<file path="src/rtl/byte_wb_master.sv">
// rtl/byte_wb_master.sv - byte-stream command frames to single 32-bit Wishbone classic cycles
module byte_wb_master #(
    parameter int BUS_TIMEOUT   = 256,
    parameter int FRAME_TIMEOUT = 100000
) (
    input  logic        system_clk,
    input  logic        rst_n,
    input  logic [7:0]  rx_data,
    input  logic        rx_valid,
    output logic        rx_ready,
    output logic [7:0]  tx_data,
    output logic        tx_valid,
    input  logic        tx_ready,
    output logic [31:0] wb_adr_o,
    output logic [31:0] wb_dat_o,
    output logic [3:0]  wb_sel_o,
    output logic        wb_we_o,
    output logic        wb_cyc_o,
    output logic        wb_stb_o,
    input  logic        wb_ack_i,
    input  logic [31:0] wb_dat_i
);

    localparam int BCW = $clog2(BUS_TIMEOUT);
    localparam int FCW = $clog2(FRAME_TIMEOUT);
    localparam logic [BCW-1:0] BUS_LAST = BCW'(BUS_TIMEOUT - 1);
    localparam logic [FCW-1:0] FRM_LAST = FCW'(FRAME_TIMEOUT - 1);

    localparam logic [7:0] CMD_WR  = 8'h57;
    localparam logic [7:0] CMD_RD  = 8'h52;
    localparam logic [7:0] RSP_ACK = 8'h06;
    localparam logic [7:0] RSP_NAK = 8'h15;
    localparam logic [7:0] RSP_RD  = 8'h72;

    typedef enum logic [2:0] {
        S_IDLE,
        S_ADDR,
        S_DATA,
        S_BUS,
        S_RESP
    } state_t;

    state_t          r_state;
    state_t          w_state_nxt;
    logic            r_run;
    logic            r_we;
    logic            r_cyc;
    logic [31:0]     r_adr;
    logic [31:0]     r_dat;
    logic [31:0]     r_rdata;
    logic [1:0]      r_byte_cnt;
    logic [BCW-1:0]  r_bus_cnt;
    logic [FCW-1:0]  r_idle_cnt;
    logic            r_tx_valid;
    logic [7:0]      r_tx_data;
    logic            r_resp_rd;
    logic [2:0]      r_resp_idx;

    logic            w_rx_fire;
    logic            w_tx_fire;
    logic            w_last_byte;
    logic            w_bus_to;
    logic            w_frame_to;
    logic            w_resp_done;
    logic            w_cmd_ok;
    logic [7:0]      w_next_byte;

    // r_run keeps rx_ready low during reset and for the release edge itself
    assign rx_ready = r_run && (r_state == S_IDLE || r_state == S_ADDR || r_state == S_DATA);
    assign tx_valid = r_tx_valid;
    assign tx_data  = r_tx_data;
    assign wb_adr_o = r_adr;
    assign wb_dat_o = r_dat;
    assign wb_sel_o = 4'hF;
    assign wb_we_o  = r_we;
    assign wb_cyc_o = r_cyc;
    assign wb_stb_o = r_cyc;

    assign w_rx_fire   = rx_valid && rx_ready;
    assign w_tx_fire   = r_tx_valid && tx_ready;
    assign w_last_byte = (r_byte_cnt == 2'd3);
    assign w_cmd_ok    = (rx_data == CMD_WR) || (rx_data == CMD_RD);
    assign w_bus_to    = (r_state == S_BUS) && !wb_ack_i && (r_bus_cnt == BUS_LAST);
    assign w_frame_to  = (r_state == S_ADDR || r_state == S_DATA) && !w_rx_fire
                         && (r_idle_cnt == FRM_LAST);
    assign w_resp_done = w_tx_fire && (!r_resp_rd || r_resp_idx == 3'd4);

    always_comb begin
        w_next_byte = r_rdata[7:0];
        case (r_resp_idx)
            3'd0:    w_next_byte = r_rdata[31:24];
            3'd1:    w_next_byte = r_rdata[23:16];
            3'd2:    w_next_byte = r_rdata[15:8];
            default: w_next_byte = r_rdata[7:0];
        endcase
    end

    always_ff @(posedge system_clk) begin
        if (!rst_n) begin
            r_state <= S_IDLE;
        end else begin
            r_state <= w_state_nxt;
        end
    end

    always_comb begin
        w_state_nxt = r_state;
        case (r_state)
            S_IDLE: begin
                if (w_rx_fire) begin
                    w_state_nxt = w_cmd_ok ? S_ADDR : S_RESP;
                end
            end
            S_ADDR: begin
                if (w_rx_fire && w_last_byte) begin
                    w_state_nxt = r_we ? S_DATA : S_BUS;
                end else if (w_frame_to) begin
                    w_state_nxt = S_IDLE;
                end
            end
            S_DATA: begin
                if (w_rx_fire && w_last_byte) begin
                    w_state_nxt = S_BUS;
                end else if (w_frame_to) begin
                    w_state_nxt = S_IDLE;
                end
            end
            S_BUS: begin
                if (wb_ack_i || w_bus_to) begin
                    w_state_nxt = S_RESP;
                end
            end
            S_RESP: begin
                if (w_resp_done) begin
                    w_state_nxt = S_IDLE;
                end
            end
            default: w_state_nxt = S_IDLE;
        endcase
    end

    always_ff @(posedge system_clk) begin
        if (!rst_n) begin
            r_run      <= 1'b0;
            r_we       <= 1'b0;
            r_cyc      <= 1'b0;
            r_adr      <= '0;
            r_dat      <= '0;
            r_rdata    <= '0;
            r_byte_cnt <= '0;
            r_bus_cnt  <= '0;
            r_idle_cnt <= '0;
            r_tx_valid <= 1'b0;
            r_tx_data  <= '0;
            r_resp_rd  <= 1'b0;
            r_resp_idx <= '0;
        end else begin
            r_run <= 1'b1;
            case (r_state)
                S_IDLE: begin
                    if (w_rx_fire) begin
                        r_byte_cnt <= '0;
                        r_idle_cnt <= '0;
                        if (w_cmd_ok) begin
                            r_we <= (rx_data == CMD_WR);
                        end else begin
                            r_tx_valid <= 1'b1;
                            r_tx_data  <= RSP_NAK;
                            r_resp_rd  <= 1'b0;
                            r_resp_idx <= '0;
                        end
                    end
                end
                S_ADDR: begin
                    if (w_rx_fire) begin
                        r_adr      <= {r_adr[23:0], rx_data};
                        r_byte_cnt <= r_byte_cnt + 2'd1;
                        r_idle_cnt <= '0;
                        if (w_last_byte && !r_we) begin
                            r_cyc     <= 1'b1;
                            r_bus_cnt <= '0;
                        end
                    end else begin
                        r_idle_cnt <= r_idle_cnt + 1'b1;
                    end
                end
                S_DATA: begin
                    if (w_rx_fire) begin
                        r_dat      <= {r_dat[23:0], rx_data};
                        r_byte_cnt <= r_byte_cnt + 2'd1;
                        r_idle_cnt <= '0;
                        if (w_last_byte) begin
                            r_cyc     <= 1'b1;
                            r_bus_cnt <= '0;
                        end
                    end else begin
                        r_idle_cnt <= r_idle_cnt + 1'b1;
                    end
                end
                S_BUS: begin
                    // an ack on the final timeout cycle still wins
                    if (wb_ack_i) begin
                        r_cyc      <= 1'b0;
                        r_tx_valid <= 1'b1;
                        r_tx_data  <= r_we ? RSP_ACK : RSP_RD;
                        r_resp_rd  <= !r_we;
                        r_resp_idx <= '0;
                        if (!r_we) begin
                            r_rdata <= wb_dat_i;
                        end
                    end else if (w_bus_to) begin
                        r_cyc      <= 1'b0;
                        r_tx_valid <= 1'b1;
                        r_tx_data  <= RSP_NAK;
                        r_resp_rd  <= 1'b0;
                        r_resp_idx <= '0;
                    end else begin
                        r_bus_cnt <= r_bus_cnt + 1'b1;
                    end
                end
                S_RESP: begin
                    if (w_resp_done) begin
                        r_tx_valid <= 1'b0;
                    end else if (w_tx_fire) begin
                        r_tx_data  <= w_next_byte;
                        r_resp_idx <= r_resp_idx + 3'd1;
                    end
                end
                default: begin
                    r_cyc      <= 1'b0;
                    r_tx_valid <= 1'b0;
                end
            endcase
        end
    end

endmodule

</file>
<file path="config.mk">
export PLATFORM = sky130hd
export DESIGN_NAME = byte_wb_master
export DESIGN_NICKNAME = d
export VERILOG_FILES = /design/src/rtl/byte_wb_master.sv
export SDC_FILE = /design/constraint.sdc
export NUM_CORES = 1
export LEC_CHECK = 0
export ABC_AREA = 1
export BUFFER_PORTS_ARGS = -buffer_cell sky130_fd_sc_hd__buf_2
export CORE_MARGIN = 10
export CORE_UTILIZATION = 25
export CTS_BUF_LIST = sky130_fd_sc_hd__clkbuf_4 sky130_fd_sc_hd__clkbuf_8 sky130_fd_sc_hd__clkbuf_16
export DETAILED_ROUTE_END_ITERATION = 6
export PLACE_DENSITY = 0.46
export RECOVER_POWER = 50
export SYNTH_ARGS = -nofsm -noshare
export SYNTH_HDL_FRONTEND = slang
export SYNTH_SLANG_ARGS = --single-unit
</file>
<file path="constraint.sdc">
create_clock -name system_clk -period 3.3 [get_ports system_clk]
set_input_delay 0.33 -clock system_clk [delete_from_list [all_inputs] [get_ports system_clk]]
set_output_delay 0.33 -clock system_clk [all_outputs]
set_load 0.02 [all_outputs]
</file>
==> run metrics, run 1 <==
status completed; final max-slew violation count 0; kind of start point of the critical path flip-flop; final wirelength 17700 um; GR Util All Layers 11.4%; Worst-Skew Late Latency 0.42 ns; Commonest cells post-synth nor2_1 (201), dfxtp_1 (142), nand2_1 (105), o21ai_0 (105), inv_1 (77); fin crit period 2.55 ns; Setup TNS 0 ns; number of H-tree levels 4; crit path kind flip-flop to flip-flop; top-count cell post-synth nor2_1; Worst setup EP type flip-flop; TritonCTS clock tree built; WL per Instance 13.7 um; hold_buf cts 0; DR vias/cell between 4 and 5; Hold Fails Final Rpt 0; peak supply drop 0.323 mV; Power Density 536 nW/um2; Inserted Clock Buffers 17; vias in the first global route 5627; min-delay worst type input port to flip-flop; Die Width 177 um; row count 57; DRC 0; yosys warns 0; Final Cycle Share 77.3%; post-cts sizing count 0; placed cell area 6970 um2; Crit path required time approximately 3.6 ns; share of layout cells above drive strength 1 10.3%; post-synthesis sequential area ratio 46.4%; share of the synthesized area in the top cell type around 46%; filler cell count 2731; Worst-path clk slew 0.06 ns; final net count between 1000 and 1500; initial antenna violation count 2; synthesized area between 6000 and 7000 um2; Clock Tree Buf Depth 2; routability-driven placement congestion ratio 0.800; setup bufs post-CTS 0; DR vias around 5600; first-pass GRT wire length 29100 um; Rel. slew slack roughly a third; Max Freq 392 MHz; Initial Util 25.3%; Post-Route Skew 0.00810 ns; Gate Count Post-Synth 848; detailed-router iteration count before antenna repair 4; Core Area about 24000 um2; post-synthesis async set-or-reset flop share 0%; syn_area_per_cell between 7 and 8 um2; worst-margin pin slew 0.979 ns; Pleak roughly 0.0032 uW; pin count of the biggest net entering global routing 59; Unique masters post-synth 39; Detailed Route Iter0 Violations around 310; antenna-violating nets left 0; dominant synthesized flop cell dfxtp_1; CTS Sinks about 140; max_cap viols 0; final core occ 30.6%; Worst EP arrival 2.83 ns; Final Cell Area roughly 7400 um2; Synth area leader dfxtp_1; Area Overhead vs Synth 20.9%; number of register bits inferred by synthesis 142; I/O Pins 126; total congestion overflow 0; die height 177 um; port bufs 121; root buf cell clkbuf_16; Die Footprint 31200 um2; Finish-stage setup viols 0; EDFF count, synth 0; Post-DP HPWL 12700 um; synth top area cells dfxtp_1 (46%), nor2_1 (12%), o21ai_0 (8.6%); RSZ-0062 raised after global routing no; Crit Path Max Fanout 13
## layout make-up
cell class / count / area (um2) / share of cell area, %
Clock buffer: 20 / 467 / 6.29
Sequential cell: 142 / 2840 / 38.3
Multi-Input combinational cell: 585 / 2740 / 36.9
Inverter: 83 / 312 / 4.20
Clock inverter: 12 / 110 / 1.48
Antenna cell: 1 / 2.50 / 0.0337
Timing Repair Buffer: 125 / 539 / 7.27
Tap cell: 324 / 405 / 5.47
## cells in the final DEF (no fill, tap or decap), types with 2 or more instances in the layout
| master | Yosys | layout |
|---|---|---|
| clkbuf_8 | 0 | 3 |
| o22ai_1 | 3 | 3 |
| o21ai_1 | 14 | 13 |
| clkinv_2 | 0 | 4 |
| nand2_2 | 6 | 5 |
| buf_4 | 6 | 4 |
| clkbuf_16 | 0 | 17 |
| nand3_1 | 27 | 28 |
| nand2_4 | 3 | 2 |
| o21ai_0 | 105 | 106 |
| nor3_1 | 11 | 11 |
| buf_2 | 5 | 44 |
| a21oi_1 | 59 | 59 |
| nor2_4 | 3 | 2 |
| clkinvlp_4 | 0 | 3 |
| inv_2 | 6 | 3 |
| dfxtp_1 | 142 | 142 |
| xnor2_1 | 4 | 4 |
| ha_1 | 7 | 7 |
| nand3b_1 | 3 | 3 |
| inv_6 | 0 | 2 |
| nor2_8 | 2 | 2 |
| inv_1 | 77 | 80 |
| nor4_1 | 2 | 2 |
| nand2_1 | 105 | 107 |
| clkbuf_1 | 24 | 77 |
| a211oi_1 | 4 | 4 |
| xor2_1 | 2 | 2 |
| nor2_1 | 201 | 203 |
| nor2_2 | 5 | 4 |
| nand4_1 | 5 | 6 |
| conb_1 | 1 | 4 |
## layer usage
layer	wire length, um	track usage, %	vias up
met5	7	0	-
met4	161	3.40	2
met3	1320	4.82	14
met2	7660	17.2	99
met1	8560	14.5	2512
li1	-	-	2935
## worst paths after layout
check / slack, ns / from / endpoint / cells after the start
setup / recovery: 0.75 / r_state[2]$_SDFFE_PN0P_ / r_bus_cnt[0]$_SDFFE_PN0P_ / 8
hold / removal: 0.13 / wb_dat_i[18] / r_rdata[18]$_SDFFE_PN0P_ / 3
setup reg to reg: 0.75 / r_state[2]$_SDFFE_PN0P_ / r_bus_cnt[0]$_SDFFE_PN0P_ / 8
hold reg to reg: 0.45 / r_rdata[1]$_SDFFE_PN0P_ / r_rdata[1]$_SDFFE_PN0P_ / 2
## sequential cells by signal, indices dropped and copies added (netlist names), 3 cells and up
register    cells
r_rdata        32
wb_adr_o       32
wb_dat_o       32
r_idle_cnt     17
r_bus_cnt       8
tx_data         8
r_resp_idx      3
r_state         3
## worst max-delay path, cell delays in order, from the launching register on
cell,delay [ns]
dfxtp_1,0.38
inv_1,0.18
nand4_1,0.47
nand2_1,0.30
nand3_1,0.16
inv_1,0.08
nand2_1,0.21
o21ai_0,0.55
a21oi_1,0.08
## metrics by stage
stage	instances	hold WS (ns)	total power [uW]	setup slack (ns)
after floorplan	851	0.358	2050	1.75
after global placement	1259	0.437	2160	1.07
after detailed placement	1259	0.440	2150	1.03
after CTS	1291	0.117	4050	1.02
after global routing	1291	0.140	4160	0.411
final	1292	0.132	3970	0.749
## cell families (layout without fill, tap and decap cells)
group                    count (synthesis)  after routing  synth area share [%]
AO/OA/AOI/OAI                          191            191                  16.1
XOR/XNOR                                 6              6                 0.857
adder cells (fa/ha/maj)                  7              7                  1.43
buffers and inverters                  124            240                  8.55
flip-flops                             142            142                  46.4
other                                    1              5                0.0612
AND/OR/NAND/NOR                        377            377                  26.7
## power breakdown
part / leakage (uW) / internal [uW] / switching, uW
combinational: 0.00175 / 94.4 / 251
sequential: 0.00115 / 1740 / 21.4
clock: 0.000281 / 1100 / 767
Power figures use the tool's default switching activity.
==> inputs of run 2 (changes only) <==
clock period = 2.36 ns   (was 3.3 ns; I/O delays follow)
==> run 2 against run 1 <==
Register-to-register slack worse by 0.45 ns. Die area unchanged. Utilization rose by 0.45 points. Clock power is 47% higher. Non-clock buffer count up 9. Via count increased by 1.1%. Largest cell class unchanged. Highest routed layer is now met4.
==> run metrics, run 2 (synthesis gave the netlist of run 1 again) <==
area of the multi-input gates 2760 um2 (+0.91%); crit path kind flip-flop to flip-flop; Crit Path Max Fanout 5 (-8); Clk pwr share 48.1% (+1.0 points); min-delay worst type input port to flip-flop; Post-DP HPWL 13000 um (+2.6%); port bufs 121 (unchanged); final cell count without fillers 1300 (+0.62%); vias in the first global route 5763 (+2.4%); peak supply drop 0.451 mV (+40%); Core Area 24200 um2 (unchanged); worst-margin pin slew 0.815 ns (-0.164 ns); status completed; Gate power share 8.8% (about the same); antenna-violating nets left 0 (unchanged); first-pass GRT wire length 29200 um (+0.26%); kind of start point of the critical path flip-flop; number of H-tree levels 4 (unchanged); Worst-path clk slew 0.06 ns (about the same); pre-CTS WS 0.398 ns (-0.635 ns); Worst-Skew Late Latency 0.42 ns (about the same); Post-Route Skew 0.0135 ns (+0.00540 ns); Pleak 0.00324 uW (+1.9%); final max-slew violation count 0 (unchanged); die height 177 um (unchanged); GR Util All Layers 11.5% (+0.044 points); Die Width 177 um (unchanged); max_cap viols 0 (unchanged); Cell Int Power 4210 uW (+44%); RSZ-0062 raised after global routing no; hold_buf cts 0 (unchanged); storage element area 2840 um2 (unchanged); Finish-stage setup viols 0 (unchanged); DRC 0 (unchanged); placed cell count 1268 (+0.71%); initial antenna violation count 0 (-2); Area Overhead vs Synth 22.7%; fin crit period 2.06 ns (-0.489 ns); WL per Instance 13.6 um (-1.1%); TritonCTS clock tree built; Setup TNS 0 ns (unchanged); Worst setup EP type flip-flop; Detailed Route Iter0 Violations 264 (-16%); Clock Tree Buf Depth 2 (unchanged); Power Density 758 nW/um2 (+42%); final net count 1015 (+0.89%); Initial Util 25.3% (unchanged); DR vias 5625 (+1.1%); top layer in use met4; Net Sw Frac 26.2% (about the same); Sequential Power Share 43.1% (-1.2 points); root buf cell clkbuf_16; row count 57 (unchanged); pin count of the biggest net entering global routing 66 (+12%); met2 wire len 7670 um (+0.13%); Hold Fails Final Rpt 0 (unchanged); setup bufs post-CTS 0 (unchanged); Die Footprint 31200 um2 (unchanged); final wirelength 17600 um (-0.46%); Net Sw Power 1490 uW (+44%); Rel. slew slack 45.6% (+11 points); I/O Pins 126 (unchanged); Inserted Clock Buffers 17 (unchanged); most frequent cells in the layout nor2_1 (204), dfxtp_1 (142), nand2_1 (106); met3 WL 1430 um (+8.4%); antenna cells 0 (-1); Crit path required time 2.66 ns (-0.92 ns); total congestion overflow 0 (unchanged); Max Freq 485 MHz (+24%); final setup margin 0.299 ns (-0.451 ns); filler cell count 2751 (+0.73%); most common cell after layout, fill and taps aside nor2_1; share of layout cells above drive strength 1 11.6% (+1.2 points); Worst EP arrival 2.36 ns (-0.47 ns); met1 WL 8360 um (-2.3%); detailed-router iteration count before antenna repair 5 (+1); routability-driven placement congestion ratio 0.804 (+0.49%); DR vias/cell 4.33 (+0.51%); post-cts sizing count 0 (unchanged); CTS Sinks 142 (unchanged); Final Cycle Share 87.3% (+10 points)
-- run 2: cell type report --
class / count / area share (%)
clock buffers: 19 / 6.02
repair buffers: 134 / 8.00
multi-input cells: 585 / 36.7
well taps: 324 / 5.39
flip-flops and latches: 142 / 37.8
clock inverters: 13 / 1.96
inverters: 83 / 4.14
-- run 2: power by group through the flow --
stage	registers, uW	logic, uW	clock network [uW]
finish	2460	500	2740
global route	2460	573	2930
CTS	2460	519	2820
detailed placement	2510	515	0
global placement	2510	518	0
floorplan	2520	341	0
-- run 2: path summary, 6_finish.rpt --
check | startpoint | end | slack, ns | cells after the start
setup reg to reg | r_state[2]$_SDFFE_PN0P_ | r_state[0]$_SDFFE_PN0P_ | 0.30 | 12
hold / removal | wb_dat_i[8] | r_rdata[8]$_SDFFE_PN0P_ | 0.04 | 3
hold reg to reg | r_rdata[2]$_SDFFE_PN0P_ | r_rdata[2]$_SDFFE_PN0P_ | 0.45 | 2
setup / recovery | r_state[2]$_SDFFE_PN0P_ | r_state[0]$_SDFFE_PN0P_ | 0.30 | 12
-- run 2: through the flow --
step                instance area (um2)  total power, uW  util, %  hold slack [ns]
floorplan                          6140             2860        -            0.264
global placement                   7040             3030     29.0            0.442
detailed placement                 7040             3030     29.0            0.441
CTS                                7640             5800     31.5           0.0236
global route                       7520             5960     31.0           0.0296
finish                             7520             5700     31.0           0.0395
-- run 2: metal layers --
layer	up-vias	track usage, %
met4	0	3.36
met5	-	0
met1	2548	14.3
met2	110	17.1
met3	11	5.59
li1	2956	-
-- run 2: worst max-delay path, stage by stage (launching register included) --
cell     delay (ns)
dfxtp_1        0.39
inv_1          0.21
nand2_1        0.21
nor2_1         0.42
nand2_2        0.14
inv_1          0.15
nand2_1        0.11
nand2_1        0.07
nand2_1        0.04
nand2_1        0.05
nand2_1        0.04
nand2_1        0.05
a21oi_1        0.05
